===== src/rtl/program_counter.sv =====
// Instruction-address register: loads an absolute target or adds a sign-extended relative offset.
// Optional macro PC_OVERFLOW_FLAG_EN adds a registered Overflow flag for wrapping offset adds.
module program_counter #(
  parameter int                OFFSET_WIDTH = 9,
  parameter int                WIDTH        = 16,
  parameter logic [WIDTH-1:0]  RESET_VALUE  = '0
) (
  input  logic                            Clock,
  input  logic                            Reset,
  input  logic signed [WIDTH-1:0]         LoadValue,
  input  logic                            LoadEnable,
  input  logic signed [OFFSET_WIDTH-1:0]  Offset,
  input  logic                            OffsetEnable,
  output logic signed [WIDTH-1:0]         CounterValue
`ifdef PC_OVERFLOW_FLAG_EN
  ,
  output logic                            Overflow
`endif
);

  logic                     rst_sync_p0;
  logic                     rst_sync_p1;
  logic signed [WIDTH-1:0]  pc_p0;
  logic signed [WIDTH-1:0]  pc_nxt;

  function automatic logic signed [WIDTH-1:0] sext(input logic signed [OFFSET_WIDTH-1:0] v);
    return {{(WIDTH-OFFSET_WIDTH){v[OFFSET_WIDTH-1]}}, v};
  endfunction

`ifdef PC_OVERFLOW_FLAG_EN
  logic ovf_p0;
  logic ovf_nxt;

  // Returns {wrap, sum}; a negative offset wraps when the unsigned add produces no carry (borrow).
  function automatic logic [WIDTH:0] add_wrap(input logic signed [WIDTH-1:0] pc,
                                              input logic signed [OFFSET_WIDTH-1:0] off);
    logic [WIDTH:0] sum_ext;
    sum_ext = {1'b0, pc} + {1'b0, sext(off)};
    return {(off[OFFSET_WIDTH-1] ? ~sum_ext[WIDTH] : sum_ext[WIDTH]), sum_ext[WIDTH-1:0]};
  endfunction
`else
  function automatic logic signed [WIDTH-1:0] add_mod(input logic signed [WIDTH-1:0] pc,
                                                      input logic signed [OFFSET_WIDTH-1:0] off);
    return pc + sext(off);
  endfunction
`endif

  // Reset stage: assert immediately, release after two Clock edges
  always_ff @(posedge Clock or negedge Reset) begin
    if (!Reset) begin
      rst_sync_p0 <= 1'b0;
      rst_sync_p1 <= 1'b0;
    end else begin
      rst_sync_p0 <= 1'b1;
      rst_sync_p1 <= rst_sync_p0;
    end
  end

  always_comb begin
    pc_nxt = pc_p0;
`ifdef PC_OVERFLOW_FLAG_EN
    ovf_nxt = 1'b0;
`endif
    if (LoadEnable) begin
      pc_nxt = LoadValue;
    end else if (OffsetEnable) begin
`ifdef PC_OVERFLOW_FLAG_EN
      {ovf_nxt, pc_nxt} = add_wrap(pc_p0, Offset);
`else
      pc_nxt = add_mod(pc_p0, Offset);
`endif
    end
  end

  // Counter stage
  always_ff @(posedge Clock or negedge rst_sync_p1) begin
    if (!rst_sync_p1) begin
      pc_p0 <= RESET_VALUE;
    end else begin
      pc_p0 <= pc_nxt;
    end
  end

  assign CounterValue = pc_p0;

`ifdef PC_OVERFLOW_FLAG_EN
  always_ff @(posedge Clock or negedge rst_sync_p1) begin
    if (!rst_sync_p1) begin
      ovf_p0 <= 1'b0;
    end else begin
      ovf_p0 <= ovf_nxt;
    end
  end

  assign Overflow = ovf_p0;
`endif

endmodule


===== config.mk =====
export PLATFORM = sky130hd
export DESIGN_NAME = program_counter
export DESIGN_NICKNAME = d
export VERILOG_FILES = /design/src/rtl/program_counter.sv
export SDC_FILE = /design/constraint.sdc
export NUM_CORES = 1
export LEC_CHECK = 0
export CORE_MARGIN = 3
export CORE_UTILIZATION = 50
export DETAILED_ROUTE_END_ITERATION = 7
export DONT_BUFFER_PORTS = 1
export PLACE_DENSITY_LB_ADDON = 0.15
export SLEW_MARGIN = 20
export SYNTH_ARGS = -nofsm -noshare
export SYNTH_HDL_FRONTEND = slang
export SYNTH_SLANG_ARGS = --single-unit

===== constraint.sdc =====
create_clock -name Clock -period 1.5 [get_ports Clock]
set_input_delay 0.15 -clock Clock [delete_from_list [all_inputs] [get_ports Clock]]
set_output_delay 0.15 -clock Clock [all_outputs]
set_load 0.02 [all_outputs]

After elaboration in Yosys (flattened, before gate mapping). Index checks and enable logic that the tools add are counted.

Register bits after elaboration: 18. Input bits: 29. Output and inout bits: 16. Word-level logic and storage cells: 7.

$add $sub $neg: 1. Multiplexer cells: 2. Reduce and logical (&&, ||, !) cells: 1.

Operator list (number): 16-bit two-way mux (2); 16-bit by 9-bit adder with 16-bit output (1); 2-bit nonzero test (1).

Logic depth before layout (Yosys ltp). Gate-level depths: netlist (run 1).

Depth in word-level cells: 3. Mapped depth: 8. Mapped depth without buffers: 8.

Worst setup path before layout (run 1). No wires, ideal clock.

Path kind: register to register. Start: reg pc_p0[4], in the netlist CounterValue[4]. End: reg pc_p0[13], in the netlist CounterValue[13]. Library setup time: 0.131 ns. Arrival: 2.160 ns. Data required time: 1.369 ns. Slack: -0.791 ns. Cell stages (with the launch flop): 8. Path buffers: 0. Period minus slack after synthesis: 2.291 ns. Cell sequence: dfrtp_1 ha_1 a211oi_2 nor2_1 o31a_1 o31a_1 o21ai_1 or3b_1.

Cells in the longest elaborated chain, start to end: 3.

Ends and longest elaborated chain: from (decl) (RTL line 23) `logic signed [WIDTH-1:0] pc_p0;`; from (signal assigned) (RTL line 80) `pc_p0 <= pc_nxt;`; 16-bit by 9-bit adder with 16-bit output (RTL line 44) `return pc + sext(off);`; 16-bit two-way mux (RTL line 66) `end else if (OffsetEnable) begin`; 16-bit two-way mux (RTL line 64) `if (LoadEnable) begin`.

Every way passes these cells. The select of a mux whose other input is x is not followed. A chain may end at the register's enable or synchronous reset.

Final worst setup path (run 1). Ends and elaborated chain as after synthesis.

==> results.md, run 1 <==
* Outcome: finished, violations left
* Failing checks: negative setup slack
* Initial Util at 0.531
* Fin crit share at 1.44
* Row count at 19
* HPWL Detailed at 3.10 mm
* Share of the synthesized area in the top cell type at 0.303
* PwrDens at 1050 nW/um2
* Final std cells w/o fill at 270
* Worst reg2reg endpoint: CounterValue[13]$_DFFE_PN0P_
* Arrival time at the worst endpoint at 2.36 ns
* Top post-synthesis cells by area: dfrtp_1, ha_1, o21ai_0
* Largest net degree at the start of global routing at 19
* Unrepaired setup endpoints after global routing: yes
* Largest area contributor in the netlist: dfrtp_1
* Highest clock rate at 463 MHz
* Final Hold Vio Count at 0
* Via count at 1624
* Fillcell total at 159
* DRT iter0 DRCs at 124
* CP Cell Sequence: ha_4 > a211oi_4 > nor2_2 > o31a_1 > o31a_1 > o21ai_1 > or3b_1
* Worst min-delay path category: in -> reg
* Asr flop ratio synth at 1.00
* WP data required at 1.70 ns
* CP max FO at 3
* Nets at 285
* Port bufs at 0
* Min Tclk post-route at 2.16 ns
* Layout cells sized above 1 at 0.469
* Post-synth net total at 215
* Gpl congestion at 0.898
* Slew Limit Fails at 0
* Main synth FF type: dfrtp_1
* Min-delay src: LoadEnable
* Clk sink count at 18
* Synth Register Bits at 18
* Synth Area per Inst at 8.76 um2
* Inst Count DP at 244
* Worst ir drop on vdd at 735 uV
* Die width at 60.6 um
* Worst Tran Pin Value at 0.632 ns
* Num CTS Buffers at 3
* Worst path slowest cell: dfrtp_2
* Clock Skew at 0.00863 ns
* Hold EP: CounterValue[15]$_DFFE_PN0P_
* Area of the multi-input gates at 1290 um2
* First-pass GRT wire length at 7.49 mm
* Synth warn at 0
* N_diodes at 0
* All-layer global routing usage at 0.274
* R2R Path Start: CounterValue[4]$_DFFE_PN0P_
* Endpoint class of the critical path: register
* DRC at 0
* DR WL/cell at 18.6 um
* Number of max-cap violations at 0
* Post-Syn Area at 1490 um2
* Worst setup SP type: register
* Initial antenna violation count at 0
* Vias in the first global route at 1660
* Initial DRT Pass Iterations at 4
* Floorplan core area at 2810 um2
* Top-count cell post-synth: o21ai_0
* CTS tree: yes
* Reg clk slew, reported paths at 0.12 ns
* Commonest cells post-synth: o21ai_0, dfrtp_1, a21oi_1, ha_1, nand2_1
* Crit-path max cell delay at 0.45 ns
* Post-Synthesis Cells at 170
* Min setup slack post-route at -0.658 ns
* Leak at 1.06 nW
* Rel. slew slack at 0.577
* Die Y-Extent at 60.6 um
* H-Tree Level Count at 1
* Seq/Total Area, Yosys at 0.303
* Critical Path Most Common Cell: o31a_1
* R2R setup slack at -0.66 ns
* Layout area overhead at 61.7%
* Final setup vio count at 14
* Grt total ovfl at 0
* Full die area at 3670 um2
* I/O pin total at 45
* Clock buffer depth at 2
* Final Power at 2.53 mW
* Worst Hold Depth at 2
* Register-to-Register Path Depth at 7
* Final ANT Viol Nets at 0
* Synth unique cells at 46
* Via/cell ratio at 6.01
* Final wirelength at 5.02 mm
* Sequential Area at 458 um2
* Number of flops mapped to enable cells by yosys at 0
* Clk_lat worst skew at 0.31 ns
* Crit path kind: reg -> reg
* Clock root buffer: clkbuf_4
## cells in the final DEF, fill, tap and decap left out, drive strengths merged, types with 2 or more instances in the layout
cell type,Yosys,final
nor3b,2,2
a21oi,15,15
nor2b,3,3
nor2,9,9
nand2,14,14
buf,2,59
or3,3,3
dfrtp,18,18
a21o,5,5
xor2,4,4
o31a,2,2
nand3b,3,3
mux2i,6,6
nand4,2,2
dlygate4sd3,0,12
inv,4,4
xnor2,5,5
o21bai,2,2
o21ai,20,20
o21a,2,2
a22oi,5,5
clkbuf,4,4
ha,15,15
nand3,4,4
a31oi,3,3
nor3,2,2
## worst max-delay path: cells and delay by family, from the launching register on
kind / cells / cell delay, ns
flops: 1 / 0.45
simple gates: 2 / 0.43
fa+ha+maj: 1 / 0.26
compound gates: 4 / 0.92
## per-stage QoR
stage,setup slack (ns),area (um2),setup TNS [ns],hold WS (ns),util
after detailed placement,-0.630,1970,-5.16,-0.146,0.701
after global placement,-0.575,1970,-4.77,-0.146,0.701
final,-0.658,2410,-6.03,0.00609,0.858
after global routing,-0.684,2410,-7.08,0.0113,0.858
after CTS,-0.584,2320,-5.45,0.00361,0.826
after floorplan,-0.574,1600,-4.13,-0.146,-
## per-layer routing
layer	global-route usage	wire length, um	share of wire	up-vias
met3	0.0511	237	0.047	19
met4	0.0991	176	0.035	0
met2	0.476	2520	0.50	57
met1	0.336	2080	0.41	780
met5	0	0	0	-
li1	-	-	-	768
## power breakdown
group,leakage (nW),switching (mW),internal (mW),total (mW)
Clock,0.0210,0.170,0.148,0.318
Combinational,0.829,0.754,0.810,1.56
Sequential,0.209,0.0792,0.565,0.644
## state kept, by name (all words and copies together), names as in the netlist
register / count
CounterValue: 16
rst_sync_p0: 1
rst_sync_p1: 1
## cell families (layout without fill, tap and decap cells)
kind of cell / after synthesis / in the layout / share of synthesized area
XOR/XNOR: 9 / 9 / 0.0529
flip-flops: 18 / 18 / 0.303
adder cells (fa/ha/maj): 16 / 16 / 0.139
AO/OA/AOI/OAI: 64 / 64 / 0.275
buffers and inverters: 10 / 79 / 0.0311
multiplexers: 6 / 6 / 0.0403
AND/OR/NAND/NOR: 46 / 46 / 0.156
other: 1 / 1 / 0.00252
## what timing repair did
action | in CTS | in global routing
setup buffers | 8 | 4
endpoints found under the setup margin | 13 | 14
hold endpoints to repair | 12 | 0
hold buffers | 12 | 0
gates resized for setup | 27 | 14
pin swaps | 11 | 11
## final cells by class
| type | count | area share |
|---|---|---|
| inverter | 4 | 0.00624 |
| sequential | 18 | 0.190 |
| clock buffer | 4 | 0.0151 |
| multi-input combinational | 142 | 0.535 |
| timing repair buffer | 71 | 0.237 |
| tap | 31 | 0.0161 |
## how the worst max path moves through the flow
stage	startpoint	to	slack, ns	depth (start not counted)
final	CounterValue[4]$_DFFE_PN0P_	CounterValue[13]$_DFFE_PN0P_	-0.66	7
after global routing	CounterValue[4]$_DFFE_PN0P_	CounterValue[13]$_DFFE_PN0P_	-0.68	7
after CTS	CounterValue[4]$_DFFE_PN0P_	CounterValue[13]$_DFFE_PN0P_	-0.58	7
after detailed placement	CounterValue[4]$_DFFE_PN0P_	CounterValue[13]$_DFFE_PN0P_	-0.63	7
after global placement	CounterValue[4]$_DFFE_PN0P_	CounterValue[13]$_DFFE_PN0P_	-0.58	7
after floorplan	CounterValue[4]$_DFFE_PN0P_	CounterValue[13]$_DFFE_PN0P_	-0.57	7
(Power assumes the default switching activity.)
==> run 2, diff against run 1 <==
--- a/config.mk
+++ b/config.mk
@@ -6,7 +6,7 @@
 export NUM_CORES = 1
 export LEC_CHECK = 0
 export CORE_MARGIN = 3
-export CORE_UTILIZATION = 50
+export CORE_UTILIZATION = 30
 export DETAILED_ROUTE_END_ITERATION = 7
 export DONT_BUFFER_PORTS = 1
 export PLACE_DENSITY_LB_ADDON = 0.15
==> results.md, run 2 (synthesis results as in run 1) <==
* Outcome: finished, violations left
* Failing checks: negative setup slack
* Worst Tran Pin Value at 0.550 ns (-0.0824 ns)
* Most frequent cells in the layout: buf_4, o21ai_1, nand2_1
* Die width at 76.5 um (+26%)
* Final std cells w/o fill at 294 (+8.9%)
* All-layer global routing usage at 0.162 (-0.112)
* Gpl congestion at 0.858 (-4.5%)
* Crit path kind: reg -> reg
* N_diodes at 0 (unchanged)
* Clk_lat worst skew at 0.26 ns (-0.05 ns)
* HPWL Detailed at 3.40 mm (+9.7%)
* I/O pin total at 45 (unchanged)
* Final wirelength at 4.61 mm (-8.1%)
* Placed Area at 2030 um2 (+3.4%)
* Initial Util at 0.313 (-0.218)
* Final setup vio count at 14 (unchanged)
* Final Power at 2.43 mW (-3.7%)
* WP data required at 1.64 ns (-0.06 ns)
* Max reg flops at 16 (unchanged)
* CP max FO at 3 (unchanged)
* Internal power at 1.49 mW (-2.0%)
* Final Hold Vio Count at 0 (unchanged)
* Floorplan core area at 4750 um2 (+69%)
* Setup WS pre-CTS at -0.615 ns (+0.0153 ns)
* Inst Count DP at 283 (+16%)
* Nets at 273 (-4.2%)
* Clock root buffer: clkbuf_8
* Initial DRT Pass Iterations at 4 (unchanged)
* Endpoint class of the critical path: register
* Sw power at 0.940 mW (-6.3%)
* DRT iter0 DRCs at 61 (-51%)
* Fin Hold WS at 0.0126 ns (+0.00655 ns)
* Num CTS Buffers at 3 (unchanged)
* Grt total ovfl at 0 (unchanged)
* Fillcell total at 473 (+200%)
* Clock power share at 0.155 (+0.029)
* Highest clock rate at 477 MHz (+2.8%)
* Worst ir drop on vdd at 491 uV (-33%)
* Die Y-Extent at 76.5 um (+26%)
* Fin crit share at 1.40 (-0.0398)
* Number of max-cap violations at 0 (unchanged)
* Logic pwr share at 0.585 (-0.034)
* Rel. slew slack at 0.632 (+0.0549)
* Clock buffer depth at 2 (unchanged)
* Unrepaired setup endpoints after global routing: yes
* Layout area overhead at 53.4%
* Via/cell ratio at 5.15 (-14%)
* CTS tree: yes
* Final ANT Viol Nets at 0 (unchanged)
* Commonest non-fill, non-tap cell in the layout: buf_4
* Arrival time at the worst endpoint at 2.24 ns (-0.12 ns)
* Final Cell Area at 2280 um2 (-5.1%)
* Initial antenna violation count at 0 (unchanged)
* Full die area at 5840 um2 (+59%)
* Worst min-delay path category: in -> reg
* Port bufs at 0 (unchanged)
* Vias in the first global route at 1614 (-2.8%)
* Clock Skew at 0.00146 ns (-0.00718 ns)
* Clk sink count at 18 (unchanged)
* Setup TNS at -5.51 ns (+0.521 ns)
* Power share of the sequential group at 0.260 (+0.005)
* Slew Limit Fails at 0 (unchanged)
* Largest net degree at the start of global routing at 24 (+5)
* Via count at 1515 (-6.7%)
* Layout cells sized above 1 at 0.449 (-0.0193)
* Final core occ at 0.480 (-0.378)
* Min setup slack post-route at -0.598 ns (+0.0597 ns)
* Min Tclk post-route at 2.10 ns (-0.0597 ns)
* Switch share at 0.386 (-0.0108)
* PwrDens at 1070 nW/um2 (+1.5%)
* DR WL/cell at 15.7 um (-16%)
* Leak at 0.995 nW (-6.1%)
* Reg clk slew, reported paths at 0.08 ns (-0.04 ns)
* DRC at 0 (unchanged)
* First-pass GRT wire length at 7.78 mm (+3.9%)
* Row count at 25 (+6)
* Worst setup SP type: register
* H-Tree Level Count at 1 (unchanged)
-- run 2: worst max-delay path, stage by stage, from the launching register on --
cell	delay (ns)
dfrtp_2	0.43
ha_4	0.26
a211oi_4	0.25
nor2_2	0.07
o31a_1	0.25
o31a_1	0.26
o21ai_1	0.12
or3b_1	0.34
-- run 2: power by group through the flow --
stage               registers (mW)  logic, mW  clock network (mW)
floorplan                    0.741      0.688                   0
global placement             0.639       1.20                   0
detailed placement           0.642       1.21                   0
CTS                          0.634       1.36               0.386
global route                 0.647       1.56               0.410
finish                       0.632       1.42               0.377
-- run 2: final timing paths --
check                                       startpoint                            to  slack [ns]  cells after the start
max                        CounterValue[4]$_DFFE_PN0P_  CounterValue[13]$_DFFE_PN0P_       -0.60                      7
min                                         LoadEnable   CounterValue[5]$_DFFE_PN0P_        0.01                      2
max reg2reg                CounterValue[4]$_DFFE_PN0P_  CounterValue[13]$_DFFE_PN0P_       -0.60                      7
min reg2reg                      rst_sync_p1$_DFF_PN0_   CounterValue[7]$_DFFE_PN0P_        0.19                      1
max in group asynchronous        rst_sync_p1$_DFF_PN0_   CounterValue[4]$_DFFE_PN0P_        1.16                      1
min in group asynchronous                        Reset         rst_sync_p0$_DFF_PN0_        0.11                      1
-- run 2: repair_timing --
item	CTS	global route
gates resized for setup	22	11
hold endpoints to repair	11	0
setup endpoints to repair	13	15
hold buffers	2	0
pin swaps	12	10
buffers inserted	4	1
-- run 2: area by class of cell --
class | count | area [um2] | area share
multi-input combinational | 142 | 1220 | 0.535
timing repair buffer | 59 | 459 | 0.201
sequential | 18 | 458 | 0.201
tap | 67 | 83.8 | 0.0367
inverter | 4 | 15.0 | 0.00658
clock buffer | 4 | 45.0 | 0.0197
-- run 2: layer usage --
metal	up-vias	track usage	routed length [um]
met1	728	0.209	2150
met3	4	0.0307	186
met5	-	0	0
met2	31	0.283	2230
li1	752	-	-
met4	0	0.0326	46
